`src/rtl/debounce_pkg.sv`:
```
// rtl/debounce_pkg.sv - shared types and constants for the debounce/stepper block
// Contents:
//   deb_state_t  : debounce channel FSM state (STABLE / COUNTING)
//   hold_state_t : long-hold FSM state on channel 0 (IDLE / TIMING / FIRED)
//   SEG_HEX      : hex digit to 7-segment {g,f,e,d,c,b,a}, active high
package debounce_pkg;

  typedef enum logic {
    DEB_STABLE   = 1'b0,
    DEB_COUNTING = 1'b1
  } deb_state_t;

  typedef enum logic [1:0] {
    H_IDLE   = 2'd0,
    H_TIMING = 2'd1,
    H_FIRED  = 2'd2
  } hold_state_t;

  localparam logic [6:0] SEG_HEX [0:15] = '{
    7'h3F, 7'h06, 7'h5B, 7'h4F, 7'h66, 7'h6D, 7'h7D, 7'h07,
    7'h7F, 7'h6F, 7'h77, 7'h7C, 7'h39, 7'h5E, 7'h79, 7'h71
  };

endpackage

```
`src/rtl/debounce_chan.sv`:
```
// rtl/debounce_chan.sv - one button channel: 2-flop synchroniser plus debouncer
// Ports:
//   clk, rst_n : clock, asynchronous active-low reset
//   button     : raw asynchronous input, 1 = pressed
//   level      : debounced level
//   press      : 1-cycle pulse on debounced 0->1
//   rel        : 1-cycle pulse on debounced 1->0
module debounce_chan
  import debounce_pkg::*;
#(
  parameter int DEB_CYCLES = 1_000_000
) (
  input  logic clk,
  input  logic rst_n,
  input  logic button,
  output logic level,
  output logic press,
  output logic rel
);

  localparam int CW = $clog2(DEB_CYCLES) + 1;
  localparam logic [CW-1:0] CNT_LAST = CW'(DEB_CYCLES - 1);

  logic          sync_a, sync_b;
  deb_state_t    state, state_nxt;
  logic [CW-1:0] cnt, cnt_nxt;
  logic          level_nxt, press_nxt, rel_nxt;

  always_ff @(posedge clk or negedge rst_n) begin
    if (!rst_n) begin
      sync_a <= 1'b0;
      sync_b <= 1'b0;
      state  <= DEB_STABLE;
      cnt    <= '0;
      level  <= 1'b0;
      press  <= 1'b0;
      rel    <= 1'b0;
    end else begin
      sync_a <= button;
      sync_b <= sync_a;
      state  <= state_nxt;
      cnt    <= cnt_nxt;
      level  <= level_nxt;
      press  <= press_nxt;
      rel    <= rel_nxt;
    end
  end

  // The counter counts cycles where the synchronised input disagrees with the
  // debounced level; any agreement in between restarts the qualification.
  always_comb begin
    state_nxt = state;
    cnt_nxt   = cnt;
    level_nxt = level;
    press_nxt = 1'b0;
    rel_nxt   = 1'b0;
    case (state)
      DEB_STABLE: begin
        if (sync_b != level) begin
          state_nxt = DEB_COUNTING;
          cnt_nxt   = CW'(1);
        end else begin
          cnt_nxt = '0;
        end
      end
      DEB_COUNTING: begin
        if (sync_b == level) begin
          state_nxt = DEB_STABLE;
          cnt_nxt   = '0;
        end else if (cnt == CNT_LAST) begin
          level_nxt = sync_b;
          press_nxt = sync_b;
          rel_nxt   = ~sync_b;
          state_nxt = DEB_STABLE;
          cnt_nxt   = '0;
        end else begin
          cnt_nxt = cnt + CW'(1);
        end
      end
      default: begin
        state_nxt = DEB_STABLE;
        cnt_nxt   = '0;
      end
    endcase
  end

endmodule

```
`src/rtl/debounce_stepper.sv`:
```
// rtl/debounce_stepper.sv - debounced buttons driving a modulo step counter and 7-seg digit
// Ports:
//   clk, rst_n   : clock, asynchronous active-low reset
//   button       : raw button inputs, 1 = pressed (btn0 = up, btn1 = down)
//   btn_level    : debounced levels
//   btn_press    : 1-cycle pulses on debounced press
//   btn_release  : 1-cycle pulses on debounced release
//   step         : current step, 0..NUM_STEPS-1
//   step_wrap    : 1-cycle pulse when step wraps in either direction
//   long_hold    : 1-cycle pulse when btn0 has been held HOLD_CYCLES after its press
//   seg          : {g,f,e,d,c,b,a} hex digit of step, active high
module debounce_stepper
  import debounce_pkg::*;
#(
  parameter int NUM_BTN     = 2,
  parameter int DEB_CYCLES  = 1_000_000,
  parameter int HOLD_CYCLES = 100_000_000,
  parameter int NUM_STEPS   = 3,
  parameter int STEP_W      = 4
) (
  input  logic              clk,
  input  logic              rst_n,
  input  logic [NUM_BTN-1:0] button,
  output logic [NUM_BTN-1:0] btn_level,
  output logic [NUM_BTN-1:0] btn_press,
  output logic [NUM_BTN-1:0] btn_release,
  output logic [STEP_W-1:0] step,
  output logic              step_wrap,
  output logic              long_hold,
  output logic [6:0]        seg
);

  localparam int HW = $clog2(HOLD_CYCLES) + 1;
  localparam logic [HW-1:0]     HOLD_LAST = HW'(HOLD_CYCLES - 1);
  localparam logic [STEP_W-1:0] STEP_LAST = STEP_W'(NUM_STEPS - 1);

  for (genvar i = 0; i < NUM_BTN; i++) begin : g_chan
    debounce_chan #(
      .DEB_CYCLES(DEB_CYCLES)
    ) u_chan (
      .clk   (clk),
      .rst_n (rst_n),
      .button(button[i]),
      .level (btn_level[i]),
      .press (btn_press[i]),
      .rel   (btn_release[i])
    );
  end

  hold_state_t       hstate, hstate_nxt;
  logic [HW-1:0]     hcnt, hcnt_nxt;
  logic              hold_fire;
  logic [STEP_W-1:0] step_nxt;
  logic              wrap_nxt;

  always_ff @(posedge clk or negedge rst_n) begin
    if (!rst_n) begin
      hstate    <= H_IDLE;
      hcnt      <= '0;
      step      <= '0;
      step_wrap <= 1'b0;
      long_hold <= 1'b0;
      seg       <= SEG_HEX[0];
    end else begin
      hstate    <= hstate_nxt;
      hcnt      <= hcnt_nxt;
      step      <= step_nxt;
      step_wrap <= wrap_nxt;
      long_hold <= hold_fire;
      seg       <= SEG_HEX[step_nxt];
    end
  end

  // H_FIRED parks the FSM until the button is let go, so one press can
  // produce at most one long_hold.
  always_comb begin
    hstate_nxt = hstate;
    hcnt_nxt   = hcnt;
    hold_fire  = 1'b0;
    case (hstate)
      H_IDLE: begin
        if (btn_press[0]) begin
          hstate_nxt = H_TIMING;
          hcnt_nxt   = '0;
        end
      end
      H_TIMING: begin
        if (!btn_level[0]) begin
          hstate_nxt = H_IDLE;
        end else if (hcnt == HOLD_LAST) begin
          hold_fire  = 1'b1;
          hstate_nxt = H_FIRED;
        end else begin
          hcnt_nxt = hcnt + HW'(1);
        end
      end
      H_FIRED: begin
        if (!btn_level[0]) hstate_nxt = H_IDLE;
      end
      default: hstate_nxt = H_IDLE;
    endcase
  end

  // Long hold wins over any down press in the same cycle; simultaneous
  // up and down presses cancel out.
  always_comb begin
    step_nxt = step;
    wrap_nxt = 1'b0;
    if (hold_fire) begin
      step_nxt = '0;
    end else if (btn_press[0] && btn_press[1]) begin
      step_nxt = step;
    end else if (btn_press[0]) begin
      if (step == STEP_LAST) begin
        step_nxt = '0;
        wrap_nxt = 1'b1;
      end else begin
        step_nxt = step + STEP_W'(1);
      end
    end else if (btn_press[1]) begin
      if (step == '0) begin
        step_nxt = STEP_LAST;
        wrap_nxt = 1'b1;
      end else begin
        step_nxt = step - STEP_W'(1);
      end
    end
  end

endmodule
```
`config.mk`:
```
export PLATFORM = sky130hd
export DESIGN_NAME = debounce_stepper
export DESIGN_NICKNAME = d
export VERILOG_FILES = /design/src/rtl/debounce_pkg.sv /design/src/rtl/debounce_chan.sv /design/src/rtl/debounce_stepper.sv
export SDC_FILE = /design/constraint.sdc
export NUM_CORES = 1
export LEC_CHECK = 0
export ABC_AREA = 1
export BUFFER_PORTS_ARGS = -buffer_cell sky130_fd_sc_hd__buf_2
export CORE_ASPECT_RATIO = 1.75
export CORE_UTILIZATION = 62
export CTS_CLUSTER_SIZE = 30
export DETAILED_ROUTE_END_ITERATION = 8
export GPL_ROUTABILITY_DRIVEN = 0
export HOLD_SLACK_MARGIN = 0.12
export MAX_ROUTING_LAYER = met4
export PLACE_DENSITY = 0.8
export SYNTH_ARGS = -nofsm -noshare
export SYNTH_HDL_FRONTEND = slang
export SYNTH_SLANG_ARGS = --single-unit
```
`constraint.sdc`:
```
create_clock -name clk -period 2.9 [get_ports clk]
set_input_delay 0.58 -clock clk [delete_from_list [all_inputs] [get_ports clk]]
set_output_delay 0.58 -clock clk [all_outputs]
set_load 0.1 [all_outputs]
```
## Word-level counts from Yosys, hierarchy flattened

Memory sizes are Yosys's and may differ from the RTL's. A register that Yosys moved wholly into a read port is not among the register bits.
Index checks and enable logic that the tools add are counted.

| cells by class | value |
|---|---|
| add/subtract/negate cells | 5 |
| equal/unequal tests | 15 |
| muxes and demuxes | 52 |
| bitwise gates (word level) | 7 |
| reductions and logical operators | 9 |

Operator list:

| kind | count |
|---|---|
| 21-bit 2-to-1 mux | 4 |
| 28-bit 2-to-1 mux | 3 |
| 21-bit case mux with 2 select lines | 2 |
| 28-bit case mux with 2 select lines | 1 |
| 21-bit by 1-bit adder with 21-bit output, second input constant | 2 |
| 21-bit by 20-bit equality test with 1-bit output, second input constant | 2 |
| 1-bit 2-to-1 mux | 29 |
| 28-bit by 1-bit adder with 28-bit output, second input constant | 1 |
| 28-bit by 27-bit equality test with 1-bit output, second input constant | 1 |
| 4-bit 2-to-1 mux | 6 |
| 3-bit AND reduction | 3 |
| 2-bit 2-to-1 mux | 4 |
| 1-bit NOT | 6 |
| 2-bit case mux with 3 select lines | 1 |
| 4-bit NOT with 5-bit output | 1 |
| 4-bit by 1-bit adder with 4-bit output, second input constant | 1 |
| 4-bit by 2-bit equality test with 1-bit output, second input constant | 1 |
| 4-bit zero test | 1 |
| 2-bit by 1-bit != test with 1-bit output, second input constant | 2 |
| 2-bit != test, second input constant | 2 |
| 1-bit case mux with 2 select lines | 2 |
| 4-bit AND reduction | 1 |
| 4-bit by 1-bit subtractor with 4-bit output, second input constant | 1 |
| 3-bit != test, second input constant | 1 |
| other kinds (8) | 10 |

| storage, ports and cells | value |
|---|---|
| bits in registers | 90 |
| memory bits (read-only) | 112 |
| bits of input ports | 4 |
| memories | 1 |

Memory list:

| memory | words | bits a word | read ports | clocked after Yosys merged registers in | wr ports | line | source |
|---|---|---|---|---|---|---|---|
| (no name shown) | 16 | 7 | 1 | 1 | 0 | debounce_stepper.sv:70 | `seg <= SEG_HEX[step_nxt];` |

## Longest topological paths before layout

Gate-level depths: netlist of run 1.

| logic depth | value |
|---|---|
| depth after elaboration | 7 |
| depth in mapped cells | 15 |

## Hierarchy

From an unflattened synthesis of run 1, not the netlist that was laid out.

| unflattened totals | value |
|---|---|
| cells, all modules | 824 |
| area total of the unflattened synthesis | 6037.0 um^2 |

Modules (own cells, without submodules):

| module | instances | cells an instance | area an instance (um^2) | seq. area each (um^2) |
|---|---|---|---|---|
| debounce_stepper | 1 | 444 | 3149.3 | 1083.5 |
| debounce_chan | 2 | 190 | 1443.9 | 675.6 |

## Least setup slack after synthesis of run 1

Ideal clock, no wire load.

| path | value |
|---|---|
| kind | reg-to-reg |
| start point | register step[0] |
| end point | register seg[6] |
| setup time | 0.118 ns |
| arrival | 2.571 ns |
| required time | 2.782 ns |
| setup slack | 0.210 ns |
| cell stages (with the launch flop) | 16 |
| buffers on the path | 0 |
| cell sequence | dfrtp_1 -> inv_1 -> ha_1 -> nand2_1 -> nand2_1 -> o21ai_0 -> nand2_1 -> nand2_1 -> nand2_1 -> inv_1 -> ha_1 -> inv_1 -> nand4_1 -> nand2_1 -> nand2_1 -> nand2_1 |

| between the ends | value |
|---|---|
| longest elaborated chain between the ends | 7 |

RTL lines:

| what | line | source |
|---|---|---|
| from (decl) | debounce_stepper.sv:27 | `output logic [STEP_W-1:0] step,` |
| from (signal assigned) | debounce_stepper.sv:67 | `step <= step_nxt;` |
| 4-bit by 1-bit subtractor with 4-bit output / 4-bit zero test (equally long branches) | debounce_stepper.sv:125, debounce_stepper.sv:121 |  |
| 4-bit 2-to-1 mux | debounce_stepper.sv:121 | `if (step == '0) begin` |
| 4-bit 2-to-1 mux | debounce_stepper.sv:120 | `end else if (btn_press[1]) begin` |
| 4-bit 2-to-1 mux (*) | debounce_stepper.sv:113 | `end else if (btn_press[0]) begin` |
| 4-bit 2-to-1 mux (*) | debounce_stepper.sv:111 | `end else if (btn_press[0] && btn_press[1]) begin` |
| 4-bit 2-to-1 mux (*) | debounce_stepper.sv:109 | `if (hold_fire) begin` |
| named net step_nxt[1] | debounce_stepper.sv:53 | `logic [STEP_W-1:0] step_nxt;` |
| 4-bit NOT with 5-bit output (not written as such) (*) | debounce_stepper.sv:70 |  |
| to (decl) | debounce_stepper.sv:30 | `output logic [6:0] seg` |

Mark *: on every way through the listed nets, which the timed path passes. The rest lies on a longest branch.
A chain may end at the register's enable or synchronous reset.

## Worst setup path in the final report of run 1

| path | value |
|---|---|
| start point | register hcnt[0] |
| end point | register seg[5] |

| between the ends | value |
|---|---|
| longest elaborated chain between the ends | 6 |

RTL lines:

| what | line | source |
|---|---|---|
| from (decl) | debounce_stepper.sv:51 | `logic [HW-1:0] hcnt, hcnt_nxt;` |
| from (signal assigned) | debounce_stepper.sv:66 | `hcnt <= hcnt_nxt;` |
| 28-bit by 27-bit equality test with 1-bit output | debounce_stepper.sv:90 | `end else if (hcnt == HOLD_LAST) begin` |
| 1-bit 2-to-1 mux | debounce_stepper.sv:90 |  |
| 1-bit 2-to-1 mux | debounce_stepper.sv:88 | `if (!btn_level[0]) begin` |
| 1-bit 2-to-1 mux | debounce_stepper.sv:80 | `case (hstate)` |
| 4-bit 2-to-1 mux | debounce_stepper.sv:109 |  |
| named net step_nxt[0] | debounce_stepper.sv:53 |  |
| 4-bit NOT with 5-bit output (not written as such) | debounce_stepper.sv:70 |  |

The timed path passes the listed nets, and every way through them passes these cells.

==> metrics.md, run 1 <==
| Metric | Value |
|---|---|
| Pins Over Slew Limit | 0 |
| Clock Power Share | 0.437 |
| Mapped Avg Cell Area | 7.32 um2 |
| Final WL | 12700 um |
| Worst Setup Path Type | flop to flop |
| Ys Warns | 0 |
| DIE HEIGHT | 129 um |
| Layout Utilization | 0.686 |
| Die Footprint | 0.00961 mm2 |
| Per-cell routed wire length | 13.7 um |
| Detail Route Antenna Nets | 0 |
| Endpoints failing setup | 0 |
| Cell Area, Synth | 0.00571 mm2 |
| Dpl ws | 444 ps |
| FF+latch count, synth | 97 |
| Core Rows | 46 |
| Slowest cell on the critical path | dfrtp_1 |
| Arrival @ worst endpoint | 2830 ps |
| Final Skew | 7.48 ps |
| Post-synth net total | 798 |
| Clk buf depth | 2 |
| Combinational Power Share | 0.033 |
| Startpoint type of the worst setup path | flop |
| CTS Buf Count | 9 |
| Crit-path cells | ha_1, nand2_2, nor2_4, nand2_2, nor2_2, nand3_1, nand2_1, inv_1, ha_1, inv_1, nand4_1, nand2_1, nand2_1, nand2_1 |
| Initial antenna violation count | 0 |
| Critical path data required time | 3180 ps |
| Worst r2r dst | seg[5] |
| Outcome | complete, no violations |
| RSZ-0062 raised after global routing | false |
| Worst r2r src | hcnt[0] |
| WP buf/inv | 2 |
| Final net count | 816 |
| Crit path capture type | flop |
| Synth top area share | 0.399 |
| Global-route wire length before repair | 21500 um |
| Sequential share of power | 0.531 |
| Clock Root Buffer | clkbuf_16 |
| Core ar. | 0.00898 mm2 |
| Hold Slack | 264 ps |
| Slew margin rel. | 0.526 |
| Io pins | 23 |
| CP delay by family, top | simple AND/OR/NAND/NOR gates |
| Cell taking the most area after synthesis | dfrtp_1 |
| Tmin final | 2540 ps |
| TNS Setup | 0 ps |
| GRT Util Overall | 0.296 |
| Post-CTS sizing | 0 |
| Die width | 74.5 um |
| Worst-Margin Slew | 709 ps |
| Power Density | 421 mW/mm2 |
| Leakage | 2.81 nW |
| Sw frac | 0.230 |
| CTS tree | yes |
| Internal reg-to-reg setup slack | 360 ps |
| Final worst-path cycle share | 0.876 |
| Synth area leaders | dfrtp_1 (40%), nand2_1 (13%), inv_1 (6.9%) |
| Filler cell count | 750 |
| HPWL Detailed | 9200 um |
| Largest stage delay, worst path | 440 ps |
| Commonest non-fill, non-tap cells in the layout | nand2_1 (201), inv_1 (105), nor2_1 (101) |
| CTS clk-pin slew, worst paths | 70 ps |
| DR pass1 iterations | 6 |
| Starting Density | 0.636 |
| GRT Residual Overflow | 0 |
| Hold Buf Count CTS | 0 |
| Largest net degree at the start of global routing | 53 |
| Commonest non-fill, non-tap cell in the layout | nand2_1 |
| Postcts setup bufs | 0 |
| # H-tree levels | 3 |
| Internal power | 2.00 mW |
| Iter 0 DRT Violations | 499 |
| Fraction of layout cells with a size suffix above 1 | 0.0859 |
| # diodes | 0 |
| Max Cap Viol | 0 |
| Worst-Skew Late Latency | 340 ps |
| DR DRC count | 0 |
| Worst Hold Class | input pin to asynchronous set/reset pin |
| Top cell by count, worst path | nand2_1 |
| Synth unique cells | 36 |
| Final worst slack | 359 ps |
| Net Sw Power | 0.597 mW |
| Endpoints failing hold | 0 |
| Area growth syn-to-layout | 7.96% |
| DR vias | 5131 |
| Port-buffer cells | 22 |
| Synth Instances | 780 |
| Max Clock Freq | 0.394 GHz |
| Sequential share of the synthesized area | 0.426 |
| DR vias/cell | 5.56 |
| R2R cell count | 14 |
| Vias in the first global route | 4932 |
| VDD IR max | 0.000456 V |
| Critical Path Fanout Max | 6 |
| CTS Sinks | 97 |
-- registers in the layout (all words and copies together), names as in the netlist, 4 cells and up --
register	flops
g_chan.u_chan.cnt	42
step	4
hcnt	28
seg	7
-- through the flow --
| step | power (mW) | instances | cell area (um2) |
|---|---|---|---|
| after CTS | 2.61 | 923 | 6160 |
| after global placement | 1.49 | 907 | 5880 |
| final | 2.60 | 923 | 6160 |
| after detailed placement | 1.49 | 907 | 5880 |
| after floorplan | 1.44 | 780 | 5710 |
| after global routing | 2.69 | 923 | 6160 |
-- power by group through the flow --
| stage | combinational, mW | sequential [mW] | clock [mW] |
|---|---|---|---|
| 6_report | 0.0854 | 1.38 | 1.13 |
| 3_3_place_gp | 0.0855 | 1.40 | 0 |
| 4_1_cts | 0.0882 | 1.38 | 1.15 |
| 2_1_floorplan | 0.0441 | 1.40 | 0 |
| 3_5_place_dp | 0.0881 | 1.40 | 0 |
| 5_1_grt | 0.101 | 1.38 | 1.21 |
-- how the worst max path moves through the flow --
stage,from,endpoint,slack [ps],depth (start not counted)
6_report,hcnt[0],seg[5],360,14
3_3_place_gp,hcnt[0],seg[5],620,14
5_1_grt,hcnt[0],seg[5],100,14
4_1_cts,hcnt[0],seg[5],370,14
3_5_place_dp,hcnt[0],seg[5],440,14
2_1_floorplan,step[0],seg[6],210,15
-- cell usage after synthesis --
master	number
nor2_2	2
a21oi_1	19
nand3_1	58
a211oi_1	1
o21a_1	2
dfstp_2	6
nand2_1	201
nand2_4	1
clkbuf_1	4
nor2_4	2
buf_2	7
nor2_1	101
nand4_1	41
xnor2_1	4
clkinv_1	1
nand3_2	3
nand2_2	2
inv_4	1
ha_1	14
o211a_1	1
or2_1	1
a31oi_1	1
buf_4	6
buf_6	1
o21ai_0	32
o31ai_1	4
inv_1	105
xor2_1	16
nor3b_1	1
nor3_1	36
buf_12	1
inv_2	3
dfrtp_1	91
o21ai_2	7
nor4_1	3
buf_8	1
-- logic make-up after synthesis --
family	after synthesis	synth area share
AND/OR/NAND/NOR	452	0.347
buffers and inverters	130	0.0975
adder cells (fa/ha/maj)	14	0.0307
flip-flops	97	0.426
AO/OA/AOI/OAI	67	0.0675
XOR/XNOR	20	0.0307
-- per-layer routing --
metal  up-vias  GRT usage  wire, um
met1      2386      0.327      5010
met3        44     0.0454       464
li1       2541          -         -
met4         0      0.149       448
met2       160      0.503      6760
met5         -          -         0
-- area by class of cell --
class / instances / area [um2] / area share
timing repair buffer: 27 / 163 / 0.0264
inverter: 110 / 415 / 0.0674
sequential: 97 / 2430 / 0.395
clock inverter: 5 / 40.0 / 0.00650
multi-input combinational: 553 / 2720 / 0.441
tap: 120 / 150 / 0.0244
clock buffer: 11 / 243 / 0.0394
Note: power is estimated with default switching activity, not from simulation.
==> run 2: changes to the inputs <==
--- a/config.mk
+++ b/config.mk
@@ -7,14 +7,15 @@
 export LEC_CHECK = 0
 export ABC_AREA = 1
 export BUFFER_PORTS_ARGS = -buffer_cell sky130_fd_sc_hd__buf_2
+export CAP_MARGIN = 10
 export CORE_ASPECT_RATIO = 1.75
-export CORE_UTILIZATION = 62
+export CORE_UTILIZATION = 66
 export CTS_CLUSTER_SIZE = 30
 export DETAILED_ROUTE_END_ITERATION = 8
 export GPL_ROUTABILITY_DRIVEN = 0
 export HOLD_SLACK_MARGIN = 0.12
 export MAX_ROUTING_LAYER = met4
-export PLACE_DENSITY = 0.8
+export PLACE_DENSITY = 0.84
 export SYNTH_ARGS = -nofsm -noshare
 export SYNTH_HDL_FRONTEND = slang
 export SYNTH_SLANG_ARGS = --single-unit
==> constraint.sdc (replaced) <==
create_clock -name clk -period 3 [get_ports clk]
set_input_delay 0.6 -clock clk [delete_from_list [all_inputs] [get_ports clk]]
set_output_delay 0.6 -clock clk [all_outputs]
set_load 0.01 [all_outputs]
==> metrics.md, run 2 (same netlist as run 1, synthesis figures left out) <==
| Metric | Value |
|---|---|
| R2R cell count | 14 (unchanged) |
| Tmin final | 2580 ps (+34.7 ps) |
| # diodes | 0 (unchanged) |
| Endpoints failing setup | 0 (unchanged) |
| Postcts setup bufs | 0 (unchanged) |
| Final net count | 815 (-0.12%) |
| HPWL Detailed | 9470 um (+2.8%) |
| Metal-1 WL | 5120 um (+2.2%) |
| Max FFs per register | 42 (unchanged) |
| Internal reg-to-reg setup slack | 420 ps (+70 ps) |
| Slew margin rel. | 0.385 (-0.141) |
| Critical path data required time | 3300 ps (+120 ps) |
| CTS tree | yes |
| Commonest non-fill, non-tap cell in the layout | nand2_1 |
| Wire length on met2 | 7190 um (+6.3%) |
| Critical Path Fanout Max | 12 (+6) |
| DIE HEIGHT | 125 um (-3.0%) |
| Port-buffer cells | 22 (unchanged) |
| Worst r2r dst | seg[3] |
| Final worst slack | 424 ps (+65.3 ps) |
| GRT Residual Overflow | 0 (unchanged) |
| Final WL | 13500 um (+6.5%) |
| Outcome | complete, no violations |
| Clk buf depth | 2 (unchanged) |
| RSZ-0062 raised after global routing | false |
| CTS Buf Count | 9 (unchanged) |
| DR vias | 5358 (+4.4%) |
| Starting Density | 0.682 (+0.0464) |
| TNS Setup | 0 ps (unchanged) |
| Max Clock Freq | 0.388 GHz (-1.3%) |
| Hold Buf Count CTS | 0 (unchanged) |
| Reg with most FFs | g_chan.u_chan.cnt |
| Commonest non-fill, non-tap cells in the layout | nand2_1 (201), inv_1 (105), nor2_1 (101) |
| Core ar. | 0.00837 mm2 (-6.8%) |
| CTS clk-pin slew, worst paths | 70 ps (about the same) |
| Final Skew | 8.54 ps (+1.06 ps) |
| Top Metal Used | met4 |
| Final worst-path cycle share | 0.859 (-0.0177) |
| VDD IR max | 0.000415 V (-9.1%) |
| Worst-Margin Slew | 923 ps (+214 ps) |
| Initial antenna violation count | 0 (unchanged) |
| Die width | 72.3 um (-3.0%) |
| Area growth syn-to-layout | 8.02% (about the same) |
| Wire length on met3 | 589 um (+27%) |
| Worst Hold Class | input pin to asynchronous set/reset pin |
| Clock Root Buffer | clkbuf_16 |
| Crit path capture type | flop |
| PnR Total Power | 2.64 mW (+1.8%) |
| Largest net degree at the start of global routing | 76 (+43%) |
| CTS Sinks | 97 (unchanged) |
| Area occupied by multi-input gates | 0.00272 mm2 (+0.18%) |
| Vias in the first global route | 5315 (+7.8%) |
| Sequential cell area | 0.00243 mm2 (unchanged) |
| DR pass1 iterations | 6 (unchanged) |
| Startpoint type of the worst setup path | flop |
| Filler cell count | 668 (-11%) |
| Core Rows | 44 (-4.3%) |
| # H-tree levels | 3 (unchanged) |
| Io pins | 23 (unchanged) |
| Worst Setup Path Type | flop to flop |
| Leakage | 2.80 nW (-0.19%) |
| GRT Util Overall | 0.332 (+0.0358) |
| Pins Over Slew Limit | 0 (unchanged) |
| Global-route wire length before repair | 23200 um (+7.7%) |
| Fraction of layout cells with a size suffix above 1 | 0.0823 (-0.00363) |
| Largest registers | g_chan.u_chan.cnt (42), hcnt (28), seg (7) |
| Iter 0 DRT Violations | 483 (-3.2%) |
| Worst r2r src | hcnt[0] |
| Max Cap Viol | 0 (unchanged) |
| DR vias/cell | 5.84 (+5.1%) |
| Layout Utilization | 0.737 (+0.0505) |
| Detail Route Antenna Nets | 0 (unchanged) |
| DR DRC count | 0 (unchanged) |
| Die Footprint | 0.00904 mm2 (-5.9%) |
| Per-cell routed wire length | 14.7 um (+7.2%) |
| Arrival @ worst endpoint | 2870 ps (+40 ps) |
| Power Density | 429 mW/mm2 (+1.8%) |
| Endpoints failing hold | 0 (unchanged) |
| Dpl ws | 299 ps (-145 ps) |
| Worst-Skew Late Latency | 350 ps (about the same) |
[run 2: cell count changes in the layout (fill, tap and decap cells not counted)]
cell        change
inv_6           -1
clkinv_4        -3
bufinv_16       +2
clkinvlp_4      +1
clkbuf_1        +3
buf_12          -1
clkbuf_8        -1
nand3_2         +1
nand3_1         -1
clkinv_2        -1
[run 2: cell type report]
| class | instances | share of cell area |
|---|---|---|
| Timing Repair Buffer | 26 | 0.0231 |
| Multi-Input combinational cell | 553 | 0.441 |
| Sequential cell | 97 | 0.395 |
| Tap cell | 115 | 0.0233 |
| Clock buffer | 13 | 0.0390 |
| Clock inverter | 3 | 0.0110 |
| Inverter | 110 | 0.0674 |
[run 2: worst max-delay path by stage]
stage                  end    start  cells after the start
global route        seg[5]  hcnt[0]                     14
floorplan           seg[6]  hcnt[0]                     15
finish              seg[3]  hcnt[0]                     14
global placement    seg[5]  hcnt[0]                     14
CTS                 seg[3]  hcnt[0]                     14
detailed placement  seg[3]  hcnt[0]                     14
[run 2: repair_timing]
action,in CTS,in global routing
setup endpoints to repair,0,3
hold endpoints to repair,0,0
gates resized for setup,0,1
[run 2: critical path, stage by stage (launching register included)]
cell     delay, ps
dfrtp_1        420
ha_1           270
nand2_2        100
nor2_4         180
nand2_2        110
nor2_2         180
nand3_2        240
nand2_1        250
inv_1          130
ha_1           230
inv_1           60
nand4_1        130
nand2_1        120
nand2_1         50
nand2_1         60
[run 2: per-layer routing]
layer / global-route usage / vias up
li1: - / 2541
met1: 0.356 / 2534
met2: 0.570 / 220
met3: 0.0467 / 63
met4: 0.187 / 0
met5: - / -
[run 2: power breakdown]
part	internal [mW]	switching (mW)	leakage (nW)
logic	0.0196	0.0626	1.34
registers	1.32	0.0112	1.32
clock network	0.733	0.497	0.144
[run 2: per-stage QoR]
step           std cells  instance area (um2)  hold WS [ps]
4_1_cts              917                 6160           349
3_3_place_gp         901                 5850           335
3_5_place_dp         901                 5850           336
2_1_floorplan        780                 5710           304
6_report             917                 6170           353
5_1_grt              917                 6170           358
